`src/rtl/crypto8_pkg.sv`:
```
// Shared constants and byte helpers for the 8-bit cryptosystem.
// The encryptor and decryptor both import this package so the two ends agree.
package crypto8_pkg;

   localparam int unsigned ROT_DEFAULT       = 3;
   localparam logic [7:0]  POLY_DEFAULT      = 8'hB8;
   localparam logic [7:0]  ZERO_SEED_DEFAULT = 8'hA5;

   typedef enum logic {
      UNKEYED = 1'b0,
      KEYED   = 1'b1
   } link_state_t;

   function automatic logic [7:0] rotl8(input logic [7:0] v, input logic [2:0] r);
      logic [15:0] w;
      w = {v, v} << r;
      return w[15:8];
   endfunction

   function automatic logic [7:0] rotr8(input logic [7:0] v, input logic [2:0] r);
      logic [15:0] w;
      w = {v, v} >> r;
      return w[7:0];
   endfunction

   // Galois step: shift right, fold the feedback mask in when a one drops out.
   function automatic logic [7:0] lfsr8_next(input logic [7:0] s, input logic [7:0] poly);
      return (s >> 1) ^ (s[0] ? poly : 8'h00);
   endfunction

endpackage

```
`src/rtl/keystream_lfsr8.sv`:
```
// Rolling keystream register: seeded from the shared key, stepped once per byte.
// A zero seed is replaced so the register can never lock up at zero.
module keystream_lfsr8
   import crypto8_pkg::*;
#(
   parameter logic [7:0] POLY      = POLY_DEFAULT,
   parameter logic [7:0] ZERO_SEED = ZERO_SEED_DEFAULT
) (
   input  logic       clk,
   input  logic       rst,
   input  logic       seed_load,
   input  logic [7:0] seed,
   input  logic       advance,
   output logic [7:0] state
);

   logic [7:0] seed_safe;

   assign seed_safe = (seed == 8'h00) ? ZERO_SEED : seed;

   // Seeding takes priority over advancing; a byte is never accepted in a seed cycle anyway.
   always_ff @(posedge clk) begin
      if (rst) begin
         state <= ZERO_SEED;
      end else if (seed_load) begin
         state <= seed_safe;
      end else if (advance) begin
         state <= lfsr8_next(state, POLY);
      end
   end

endmodule

```
`src/rtl/decrypt8_stream.sv`:
```
// Receive-side byte decryptor: XOR with the keystream, rotate right, register the result.
// Valid/ready on both sides; one byte per cycle when the consumer keeps up.
module decrypt8_stream
   import crypto8_pkg::*;
#(
   parameter int unsigned ROT       = ROT_DEFAULT,
   parameter logic [7:0]  POLY      = POLY_DEFAULT,
   parameter logic [7:0]  ZERO_SEED = ZERO_SEED_DEFAULT
) (
   input  logic       clk,
   input  logic       rst,
   input  logic [7:0] key,
   input  logic       key_load,
   input  logic       in_valid,
   input  logic [7:0] in_data,
   output logic       in_ready,
   output logic       out_valid,
   output logic [7:0] out_data,
   input  logic       out_ready,
   output logic       keyed
);

   localparam logic [2:0] ROT_AMT = ROT[2:0];

   link_state_t state_q;
   link_state_t state_d;
   logic [7:0]  ks;
   logic        accept;

   keystream_lfsr8 #(
      .POLY      (POLY),
      .ZERO_SEED (ZERO_SEED)
   ) u_keystream (
      .clk       (clk),
      .rst       (rst),
      .seed_load (key_load),
      .seed      (key),
      .advance   (accept),
      .state     (ks)
   );

   always_ff @(posedge clk) begin
      if (rst) begin
         state_q <= UNKEYED;
      end else begin
         state_q <= state_d;
      end
   end

   // Only reset leaves KEYED; a key_load in KEYED simply re-seeds.
   always_comb begin
      state_d = state_q;
      if (key_load) begin
         state_d = KEYED;
      end
   end

   assign keyed    = (state_q == KEYED);
   assign in_ready = keyed && !key_load && (!out_valid || out_ready);
   assign accept   = in_valid && in_ready;

   // A key_load discards whatever is pending so stale plaintext never crosses a re-key.
   always_ff @(posedge clk) begin
      if (rst) begin
         out_valid <= 1'b0;
         out_data  <= 8'h00;
      end else if (key_load) begin
         out_valid <= 1'b0;
      end else if (accept) begin
         out_valid <= 1'b1;
         out_data  <= rotr8(in_data ^ ks, ROT_AMT);
      end else if (out_ready) begin
         out_valid <= 1'b0;
      end
   end

endmodule

```
`config.mk`:
```
export PLATFORM = sky130hd
export DESIGN_NAME = decrypt8_stream
export DESIGN_NICKNAME = d
export VERILOG_FILES = /design/src/rtl/crypto8_pkg.sv /design/src/rtl/keystream_lfsr8.sv /design/src/rtl/decrypt8_stream.sv
export SDC_FILE = /design/constraint.sdc
export NUM_CORES = 1
export LEC_CHECK = 0
export ABC_AREA = 1
export CORE_ASPECT_RATIO = 0.6
export CORE_MARGIN = 2
export CORE_UTILIZATION = 45
export DETAILED_ROUTE_END_ITERATION = 10
export GPL_ROUTABILITY_DRIVEN = 0
export PLACE_DENSITY = 0.78
export SLEW_MARGIN = 20
export SYNTH_ARGS = -nofsm -noshare
export SYNTH_HDL_FRONTEND = slang
export SYNTH_SLANG_ARGS = --single-unit
```
`constraint.sdc`:
```
create_clock -name clk -period 1.1 [get_ports clk]
set_input_delay 0.11 -clock clk [delete_from_list [all_inputs] [get_ports clk]]
set_output_delay 0.11 -clock clk [all_outputs]
set_load 0.1 [all_outputs]
```
==> results of run 1 <==
## worst min path at each step
stage               slack (ns)                    to  depth (start not counted)
detailed placement        0.49           out_data[1]                          2
global placement          0.48           out_data[2]                          2
finish                    0.49           out_data[2]                          2
global route              0.51           out_data[2]                          2
CTS                       0.46  u_keystream.state[4]                          5
floorplan                 0.18           out_data[3]                          1
## through the flow
step	setup WS (ns)	std cells	utilization, %	hold WS [ns]
floorplan	-0.186	139	-	0.179
global placement	-0.378	204	71.2	0.484
detailed placement	-0.438	204	71.2	0.494
CTS	-0.0975	211	77.0	0.458
global route	-0.227	211	80.9	0.514
finish	-0.200	211	80.9	0.487
## flip-flops by register name, summed over array words and instances, names as in the netlist
signal and cells:
out_valid 1, keyed 1, u_keystream.state 8, out_data 8
## per-layer routing
| layer | global-route usage, % | share of wire [%] | vias up |
|---|---|---|---|
| li1 | - | - | 540 |
| met1 | 28.8 | 39 | 538 |
| met2 | 48.7 | 49 | 69 |
| met3 | 7.02 | 8.1 | 14 |
| met4 | 12.2 | 3.6 | 0 |
| met5 | 0 | 0 | - |
## cell type report
type | count | area, um2
multi-input cells | 104 | 696
inverters | 11 | 43.8
flip-flops and latches | 18 | 370
clock buffers | 3 | 41.3
fillers | 124 | 407
well taps | 30 | 37.5
repair buffers | 44 | 532
clock inverters | 1 | 3.75
## synth_stat cells
| cell type | n | share of area (%) |
|---|---|---|
| xor2_1 | 8 | 7.0 |
| and2_2 | 1 | 0.75 |
| o21ai_0 | 4 | 2.0 |
| a21oi_2 | 2 | 1.8 |
| buf_2 | 1 | 0.50 |
| xnor2_1 | 1 | 0.88 |
| nor2_4 | 1 | 1.1 |
| nor2_1 | 8 | 3.0 |
| nand3_2 | 1 | 1.0 |
| inv_1 | 10 | 3.8 |
| or2_2 | 2 | 1.3 |
| nand2_4 | 1 | 1.1 |
| clkbuf_1 | 2 | 0.75 |
| nand2_1 | 40 | 15 |
| nand3_1 | 21 | 11 |
| inv_2 | 1 | 0.38 |
| dfxtp_1 | 18 | 36 |
| a21oi_1 | 12 | 6.0 |
| buf_12 | 1 | 2.0 |
| buf_6 | 2 | 2.3 |
| buf_4 | 1 | 0.75 |
| nand3_4 | 1 | 1.8 |
## worst min-delay path: stages (launching register included)
cell,delay (ns)
dfxtp_2,0.35
nand2_4,0.07
a21oi_2,0.04
## cell families (layout without fill, tap and decap cells)
logic type | Yosys count | count (layout) | share of synthesized area (%)
buf+inv | 18 | 59 | 10.4
compound gates | 18 | 18 | 9.80
flops | 18 | 18 | 36.2
xor+xnor | 9 | 9 | 7.92
simple gates | 76 | 77 | 35.7
## timing repair
item                                    in CTS  in global routing
endpoints found under the setup margin      17                 18
buffers inserted                             2                  0
pin swaps                                    3                  6
gates resized for setup                     17                 19
gates cloned                                 1                  0
## power by group through the flow
stage | clock (mW) | combinational [mW] | sequential [mW]
6_report | 0.480 | 0.574 | 0.739
5_1_grt | 0.497 | 0.606 | 0.742
3_5_place_dp | 0 | 0.495 | 0.747
4_1_cts | 0.477 | 0.522 | 0.736
2_1_floorplan | 0 | 0.219 | 0.822
3_3_place_gp | 0 | 0.481 | 0.745
==> impl_results.md, run 1 <==
* CP Class: reg2reg
* Core area at 2130 um2
* Die Outline Area at 2620 um2
* Wire per inst at 17.0 um
* Slew Limit Fails at 0
* Critical path startpoint: keyed
* I/O Buffers at 31
* Dominant delay contributor by cell family on the critical path: simple AND/OR/NAND/NOR gates
* Buffer and inverter count on the worst path at 2
* Proportion of power drawn by the clock network at 26.8%
* Peak supply drop at 0.000667 V
* Reported net switching power at 0.611 mW
* Post-Route Skew at 0.00261 ns
* Cell area after synthesis at about 1000 um2
* Cell count after synthesis at 139
* Fraction of the yosys area taken by sequential cells at 36.2%
* Wire length of the first global-routing pass at roughly 4.8 mm
* Seq cells post-synth at 18
* Power per cell area at between 1000 and 1500 nW/um2
* Starting density of the core at 46.7%
* Total power after layout at approximately 1.8 mW
* Post-CTS clock slew at the launch and capture registers of the worst setup and hold paths at roughly 0.070 ns
* Drt pass-1 iters at 4
* Total number of clock tree sinks at 18
* CP endpoint kind: register
* Violations in the final reports: setup timing
* Syn. warnings at 0
* Via count of the first global-routing pass at 1073
* Outcome: complete, but fails checks
* Most frequent standard cell in the layout excluding fill and tap cells: nand2_1
* Count of vias placed by the detailed router at around 1200
* Layout area overhead at 73.1%
* Clock latency on the worst-skew pair at 0.26 ns
* Critical path data arrival time at 1.47 ns
* Register-to-register setup slack at -0.20 ns
* Number of buffers added to fix hold violations after cts at 0
* Maximum number of pins on one net before global-route repair at 22
* Ratio of cells with drive above 1 in the final layout at between 40% and 50%
* Maximum fanout encountered on the critical timing path at 8
* Final critical delay including setup and external delays at 1.30 ns
* Reg-to-reg endpoint: out_data[4]
* Number of max-capacitance violations reported at 0
* Post-route ant nets at 0
* Syn_area_per_cell at 7.17 um2
* Number of antenna violations at the first check in global routing at 0
* Horiz. Die Dim at 64.7 um
* CTS Root Cell: clkbuf_8
* Worst-margin pin slew at 0.467 ns
* Final worst path period share at 118%
* Peak per-stage delay on the critical path at ~0.36 ns
* Number of hold violations in the final report at 0
* Aggregate negative setup slack at -1.42 ns
* Reg2reg path depth at 6
* Total overflow reported by the global router at 0
* Capturing element of the worst setup path: out_data[4]
* Row count at 13
* Number of diodes added for antenna fixing at 0
* Initial DRC Count at ~110
* Clock buffer depth at 2
* Critical path depth in cells at 6
* Total GRT Usage at 25.9%
* Via density per instance at ~5.5
* Sum of net half-perimeters after detailed placement at 2.10 mm
* Inserted Clock Buffers at 3
* Die extent in y at between 40 and 50 um
* Hold crit path type: reg2reg
* Sequential share of power at 41.2%
* Total leakage power at 0.729 nW
* Startpoint of the most critical register-to-register path: keyed
* Synth Net Count at 160
* Yosys cell types at 22
* Highest-delay cell along the critical path: dfxtp_4
* Final setup fails at 17
* Switching power share of the total at 34.1%
* Portion of total power attributed to combinational logic at about 32%
* Worst hold path startpoint: out_data[2]
* Data required time of the critical path at 1.27 ns
* TritonCTS clock tree: done
* Area after detailed placement at 1520 um2
* Post-route standard cell area excluding fillers at 1720 um2
* Count of pins on the block boundary at 32
* Highest-count cells in the layout ignoring fill and taps: 28 x nand2_1, 19 x clkdlybuf4s50_1, 14 x dfxtp_1
* Nets@finish at 203
* Number of remaining DRC errors at 0
* Startpoint types: register
* Minimum setup slack in the final design at -0.200 ns
* Final Routed Wirelength at 3.59 mm
* H-tree levels at 1
* Headroom to the max-slew limit at 68.8%
* Cell-internal power at 1.18 mW
* F_max at 769 MHz
* Cells along the critical path: inv_4, nor2_4, and2_4, buf_4, nand3_1, a21oi_1
* Setup repair after global routing missed its margin: yes
No activity file was read; power rests on OpenSTA's default activity.
==> run 2, diff against run 1 <==
- CAP_MARGIN: unset -> 20
- SYNTH_HIERARCHICAL: unset -> 1
==> run 2 against run 1 <==
Net effect: maximum frequency is 9.3% higher; the flow still finishes with violations (setup timing); critical path depth is 2 higher; sequential share of layout area is 1.3 points higher; worst setup slack better by 0.11 ns; register-to-register slack better by 0.11 ns.
==> impl_results.md, run 2 <==
* Post-CTS clock slew at the launch and capture registers of the worst setup and hold paths at 0.07 ns
* Drt pass-1 iters at 4
* Dominant delay contributor by cell family on the critical path: simple AND/OR/NAND/NOR gates
* CP Class: reg2reg
* Critical path data arrival time at 1.37 ns
* Count of cells along the worst hold path at 4
* FFs w/ async S/R, synth at 0%
* Count of pins on the block boundary at 32
* Hold crit path type: in2reg
* Final Routed Wirelength at just under 3 mm
* Largest cells by area after synthesis: dfxtp_1 36%, nand2_1 16%, xor2_1 8.7%, inv_1 6.7%, nor2_1 5.2%
* Aggregate negative setup slack at -0.488 ns
* Count of vias placed by the detailed router at 1063
* Clock buffer depth at 2
* Total leakage power at roughly 0.78 nW
* Worst slack on hold paths at 0.456 ns
* Highest-count cells in the layout ignoring fill and taps: 42 x nand2_1, 19 x clkdlybuf4s50_1, 17 x inv_1
* Total power after layout at ~1.8 mW
* Number of max-capacitance violations reported at 0
* Wire per inst at 13.3 um
* Nets@finish at between 200 and 250
* Core utilization of the finished layout at between 70% and 80%
* Sum of net half-perimeters after detailed placement at 1.93 mm
* TritonCTS clock tree: done
* Startpoint types: register
* Total number of clock tree sinks at 18
* Starting density of the core at 47.1%
* Syn. warnings at 6
* Number of antenna violations at the first check in global routing at 0
* Headroom to the max-slew limit at between 80 and 90%
* Cells along the critical path: inv_4, nor2_4, nand3_4, clkinv_4, inv_6, nor2_4, nand2_2, a21oi_2
* Register-to-register setup slack at -0.09 ns
* Worst-margin pin slew at 0.272 ns
* Yosys top cell area share at 35.9%
* CP endpoint kind: register
* Post-route ant nets at 0
* Clock latency on the worst-skew pair at 0.25 ns
* Fraction of the yosys area taken by sequential cells at a little over a third
* Core area at between 2000 and 2500 um2
* Number of buffers added to fix hold violations after cts at 0
* Registers with the most flip-flops: out_data (8), u_keystream/state (8)
* Worst path most repeated cell: nor2_4
* Peak per-stage delay on the critical path at 0.36 ns
* Reg2reg path depth at 8
* Seq cells post-synth at 18
* Via count of the first global-routing pass at slightly below 1000
* Final worst path period share at 108%
* Most frequent standard cell in the layout excluding fill and tap cells: nand2_1
* Post-route non-filler standard cell count at 220
* Maximum number of pins on one net before global-route repair at 18
* Data required time of the critical path at 1.28 ns
* Number of diodes added for antenna fixing at 0
* Final setup fails at 10
* Initial DRC Count at 26
* Number of hold violations in the final report at 0
* Cell count after synthesis at 144
* Syn_area_per_cell at 6.97 um2
* Setup repair after global routing missed its margin: yes
* H-tree levels at 1
* Buffer and inverter count on the worst path at 3
* Row count at 13
* Total overflow reported by the global router at 0
* Post-Route Skew at ~0.0011 ns
* CTS Root Cell: clkbuf_8
* Number of fill cells at 149
* Wire length of the first global-routing pass at 4.22 mm
* Violations in the final reports: setup timing
* Cell with the most instances after synthesis: nand2_1
* Die Outline Area at around 2600 um2
* Total GRT Usage at 22.3%
* Maximum fanout encountered on the critical timing path at 5
* Layout area overhead at 65.2%
* Dpl cells at 212
* Horiz. Die Dim at 65.0 um
* Final critical delay including setup and external delays at 1.19 ns
* Number of remaining DRC errors at 0
* Cell area after synthesis at 1000 um2
* Critical path depth in cells at 8
* Ys flop type: dfxtp_1
* Power per cell area at around 1100 nW/um2
* I/O Buffers at 31
* Outcome: complete, but fails checks
* Highest-delay cell along the critical path: dfxtp_4
* Synth Net Count at 165
* Via density per instance at 4.83
* Yosys cell types at 19
* Slew Limit Fails at 0
* Inserted Clock Buffers at 3
* Ratio of cells with drive above 1 in the final layout at 34.2%
* F_max at between 800 and 900 MHz
* Peak supply drop at ~0.00076 V
* Die extent in y at 40.6 um
* Number of enable-type register cells in the synthesized netlist at 0
* Minimum setup slack in the final design at -0.0890 ns
* Area leader, netlist: dfxtp_1
* Most common library cells after synthesis: 44 x nand2_1, 18 x dfxtp_1, 18 x inv_1
run 2: cell count changes after synthesis, sizes merged, moves of 3 or more:
cell	previous run	this run
a21oi	14	7
buf	5	2
inv	11	21
nand2	41	46
nand3	23	3
nor2	9	25
run 2: worst paths after layout:
path / startpoint / end
min: key_load / keyed
max reg2reg: keyed / u_keystream/state[4]
min reg2reg: keyed / keyed
max: keyed / u_keystream/state[4]
run 2: cells by family after synthesis:
group	Yosys count	synth area share, %
AND/OR/NAND/NOR	76	35.3
buffers and inverters	24	10.5
flip-flops	18	35.9
AO/OA/AOI/OAI	16	9.60
XOR/XNOR	10	8.73
run 2: report_power, final:
part	internal [mW]	total [mW]	switching, mW
registers	0.690	0.735	0.0450
clock network	0.318	0.537	0.220
logic	0.236	0.547	0.310
run 2: metal layers:
layer  vias to the layer above  GRT usage (%)  routed length [um]  part of all wire, %
met1                       477           24.3                1180                   40
li1                        527              -                   -                    -
met4                         0           7.45                  63                  2.1
met5                         -              0                   0                    0
met2                        49           43.0                1440                   49
met3                        10           7.02                 254                  8.7
run 2: layout make-up:
| cell class | count | area, um2 | share of cell area (%) |
|---|---|---|---|
| repair buffers | 44 | 524 | 31.6 |
| well taps | 30 | 37.5 | 2.26 |
| inverters | 22 | 95.1 | 5.74 |
| clock buffers | 4 | 55.1 | 3.32 |
| multi-input cells | 102 | 568 | 34.3 |
| flip-flops and latches | 18 | 378 | 22.8 |
run 2: worst min-delay path: cells and delay by family:
family	cells	cell delay [ns]
compound gates	1	0.05
buf+inv	3	0.51
run 2: stage by stage:
step	instance area (um2)	setup WS [ns]
2_1_floorplan	1040	-0.364
3_3_place_gp	1540	-0.275
3_5_place_dp	1540	-0.363
4_1_cts	1630	-0.0723
5_1_grt	1660	-0.140
6_report	1660	-0.0890
run 2: repair_timing:
| item | CTS | global route |
|---|---|---|
| pin swaps | 5 | 4 |
| setup buffers | 3 | 1 |
| hold endpoints to repair | 0 | 0 |
| setup endpoints to repair | 17 | 18 |
| gates resized for setup | 5 | 7 |
==> run 3, diff against run 2 <==
- CORE_MARGIN: 2 -> 8
==> run 3 against run 2 <==
Net effect: the run still ends with setup timing left; register-to-register slack improved by 0.02 ns; global-route usage fell by 7.4 points; via count fell by 2.4%; routed wire length fell by 1.2%.
==> impl_results.md, run 3 (synthesized netlist as in run 2, its figures left out) <==
* Outcome: complete, but fails checks
* Violations in the final reports: setup timing
* Registers with the most flip-flops: out_data (8), u_keystream/state (8)
* Maximum number of pins on one net before global-route repair at 18
* Register-to-register setup slack at -0.07 ns
* Final setup fails at 11
* Via density per instance at about 4.7
* Via count of the first global-routing pass at 1006
* Initial DRC Count at between 60 and 70
* CP Class: reg2out
* Cells along the critical path: buf_6, and3_4, buf_12
* Starting density of the core at 47.1%
* Startpoint types: register
* Nets@finish at 211
* Number of remaining DRC errors at 0
* Data required time of the critical path at between 0.9 and 1 ns
* Die extent in y at 52.6 um
* Hold crit path type: in2reg
* Total length of routed met2 wires at 1.47 mm
* Number of max-capacitance violations reported at 0
* Area after detailed placement at 1530 um2
* Clock latency on the worst-skew pair at 0.26 ns
* Cell-internal power at 1.18 mW
* Core area at roughly 2100 um2
* Number of hold violations in the final report at 0
* F_max at 853 MHz
* Post-CTS clock slew at the launch and capture registers of the worst setup and hold paths at 0.07 ns
* Number of fill cells at approximately 160
* Total GRT Usage at 14.8%
* Worst-margin pin slew at roughly 0.27 ns
* Horiz. Die Dim at roughly 77 um
* Final worst path period share at 107%
* Minimum setup slack in the final design at -0.0724 ns
* Reg-to-reg endpoint: u_keystream/state[6]
* Buffer and inverter count on the worst path at 2
* I/O Buffers at 31
* Dominant delay contributor by cell family on the critical path: flip-flops
* Number of diodes added for antenna fixing at 0
* H-tree levels at 1
* Critical path data arrival time at 1.06 ns
* Row count at 13
* Sequential share of power at 42.0%
* Portion of total power attributed to combinational logic at a little under a third
* Post-route ant nets at 0
* Total overflow reported by the global router at 0
* Die Outline Area at 4050 um2
* Proportion of power drawn by the clock network at 27.2%
* Setup repair after global routing missed its margin: yes
* Highest-count cells in the layout ignoring fill and taps: 44 x nand2_1, 18 x clkdlybuf4s50_1, 16 x inv_1
* Count of pins on the block boundary at 32
* Core utilization of the finished layout at between 70% and 80%
* Startpoint of the most critical register-to-register path: keyed
* Number of antenna violations at the first check in global routing at 0
* CP endpoint kind: output pin
* M1 WL at 1.14 mm
* Count of cells along the worst hold path at 5
* Maximum fanout encountered on the critical timing path at 2
* Worst-case setup slack after placement at -0.361 ns
* Post-Route Skew at slightly below 0.003 ns
* Total leakage power at 0.768 nW
* Slew Limit Fails at 0
* Clock buffer depth at 2
* Ratio of cells with drive above 1 in the final layout at 32.3%
* Final critical delay including setup and external delays at 1.17 ns
* Headroom to the max-slew limit at 81.7%
* Wire length of the first global-routing pass at 4.73 mm
* TritonCTS clock tree: done
* Reg2reg path depth at 10
* Drt pass-1 iters at 4
* Switching power share of the total at roughly a third
* Final Routed Wirelength at 2.90 mm
* Highest-delay cell along the critical path: dfxtp_4
* CTS Root Cell: clkbuf_8
* Total power after layout at 1.75 mW
* Destination of the worst hold path: out_valid
* Worst slack on hold paths at 0.379 ns
* Wire per inst at approximately 13 um
* Post-route standard cell area excluding fillers at 1630 um2
* Highest layer used for signal routing: met4
* Most frequent standard cell in the layout excluding fill and tap cells: nand2_1
* Total number of clock tree sinks at 18
* Inserted Clock Buffers at 3
* Layout area overhead at 62.8%
* Met3 wire length at 266 um
* Reported net switching power at 0.568 mW
* Number of buffers added to fix hold violations after cts at 0
* Peak supply drop at 0.000992 V
* Count of vias placed by the detailed router at 1037
* Peak per-stage delay on the critical path at 0.36 ns
* Power per cell area at about 1100 nW/um2
* Sum of net half-perimeters after detailed placement at 2.27 mm
* Worst hold path startpoint: out_ready
[run 3: cell types whose count changed in the layout (fill, tap and decap cells not counted), sizes merged]
cell	change
buf	-1
clkdlybuf4s50	-1
dlygate4sd2	+1
[run 3: area by class of cell]
cell class | count | area, um2 | area share (%)
clock buffer | 4 | 45.0 | 2.76
timing repair buffer | 43 | 519 | 31.8
multi-input combinational | 102 | 559 | 34.2
inverter | 22 | 95.1 | 5.82
tap | 30 | 37.5 | 2.30
sequential | 18 | 378 | 23.1
[run 3: how the worst max path moves through the flow]
stage                        start                    to  slack, ns  cells after the start
after global routing         keyed  u_keystream/state[6]      -0.15                     10
after global placement    key_load  u_keystream/state[6]      -0.27                     10
final                        keyed              in_ready      -0.07                      3
after floorplan              keyed  u_keystream/state[6]      -0.36                     11
after CTS                    keyed              in_ready      -0.07                      3
after detailed placement  key_load  u_keystream/state[6]      -0.36                     10
[run 3: per-stage QoR]
stage	TNS (ns)	instances
floorplan	-3.50	144
global placement	-4.30	211
detailed placement	-5.26	211
CTS	-0.298	217
global route	-1.67	219
finish	-0.419	219
[run 3: what timing repair did]
| action | CTS | global route |
|---|---|---|
| hold endpoints to repair | 0 | 0 |
| pin swaps | 7 | 9 |
| setup buffers | 2 | 3 |
| resized for setup | 7 | 6 |
| endpoints found under the setup margin | 16 | 18 |
[run 3: power by group through the flow]
stage	Combinational, mW	Sequential, mW	Clock [mW]
CTS	0.527	0.735	0.485
detailed placement	0.514	0.749	0
global placement	0.500	0.746	0
floorplan	0.182	0.856	0
global route	0.574	0.740	0.522
finish	0.540	0.735	0.476
[run 3: routing by layer]
metal | up-vias | GRT usage (%)
li1 | 524 | -
met1 | 470 | 15.1
met2 | 38 | 27.1
met3 | 5 | 6.85
met4 | 0 | 5.06
met5 | - | 0
[run 3: tightest hold or removal path, delay by kind of cell]
kind | cells | cell delay [ns]
buf+inv | 3 | 0.37
compound gates | 1 | 0.04
simple gates | 1 | 0.08
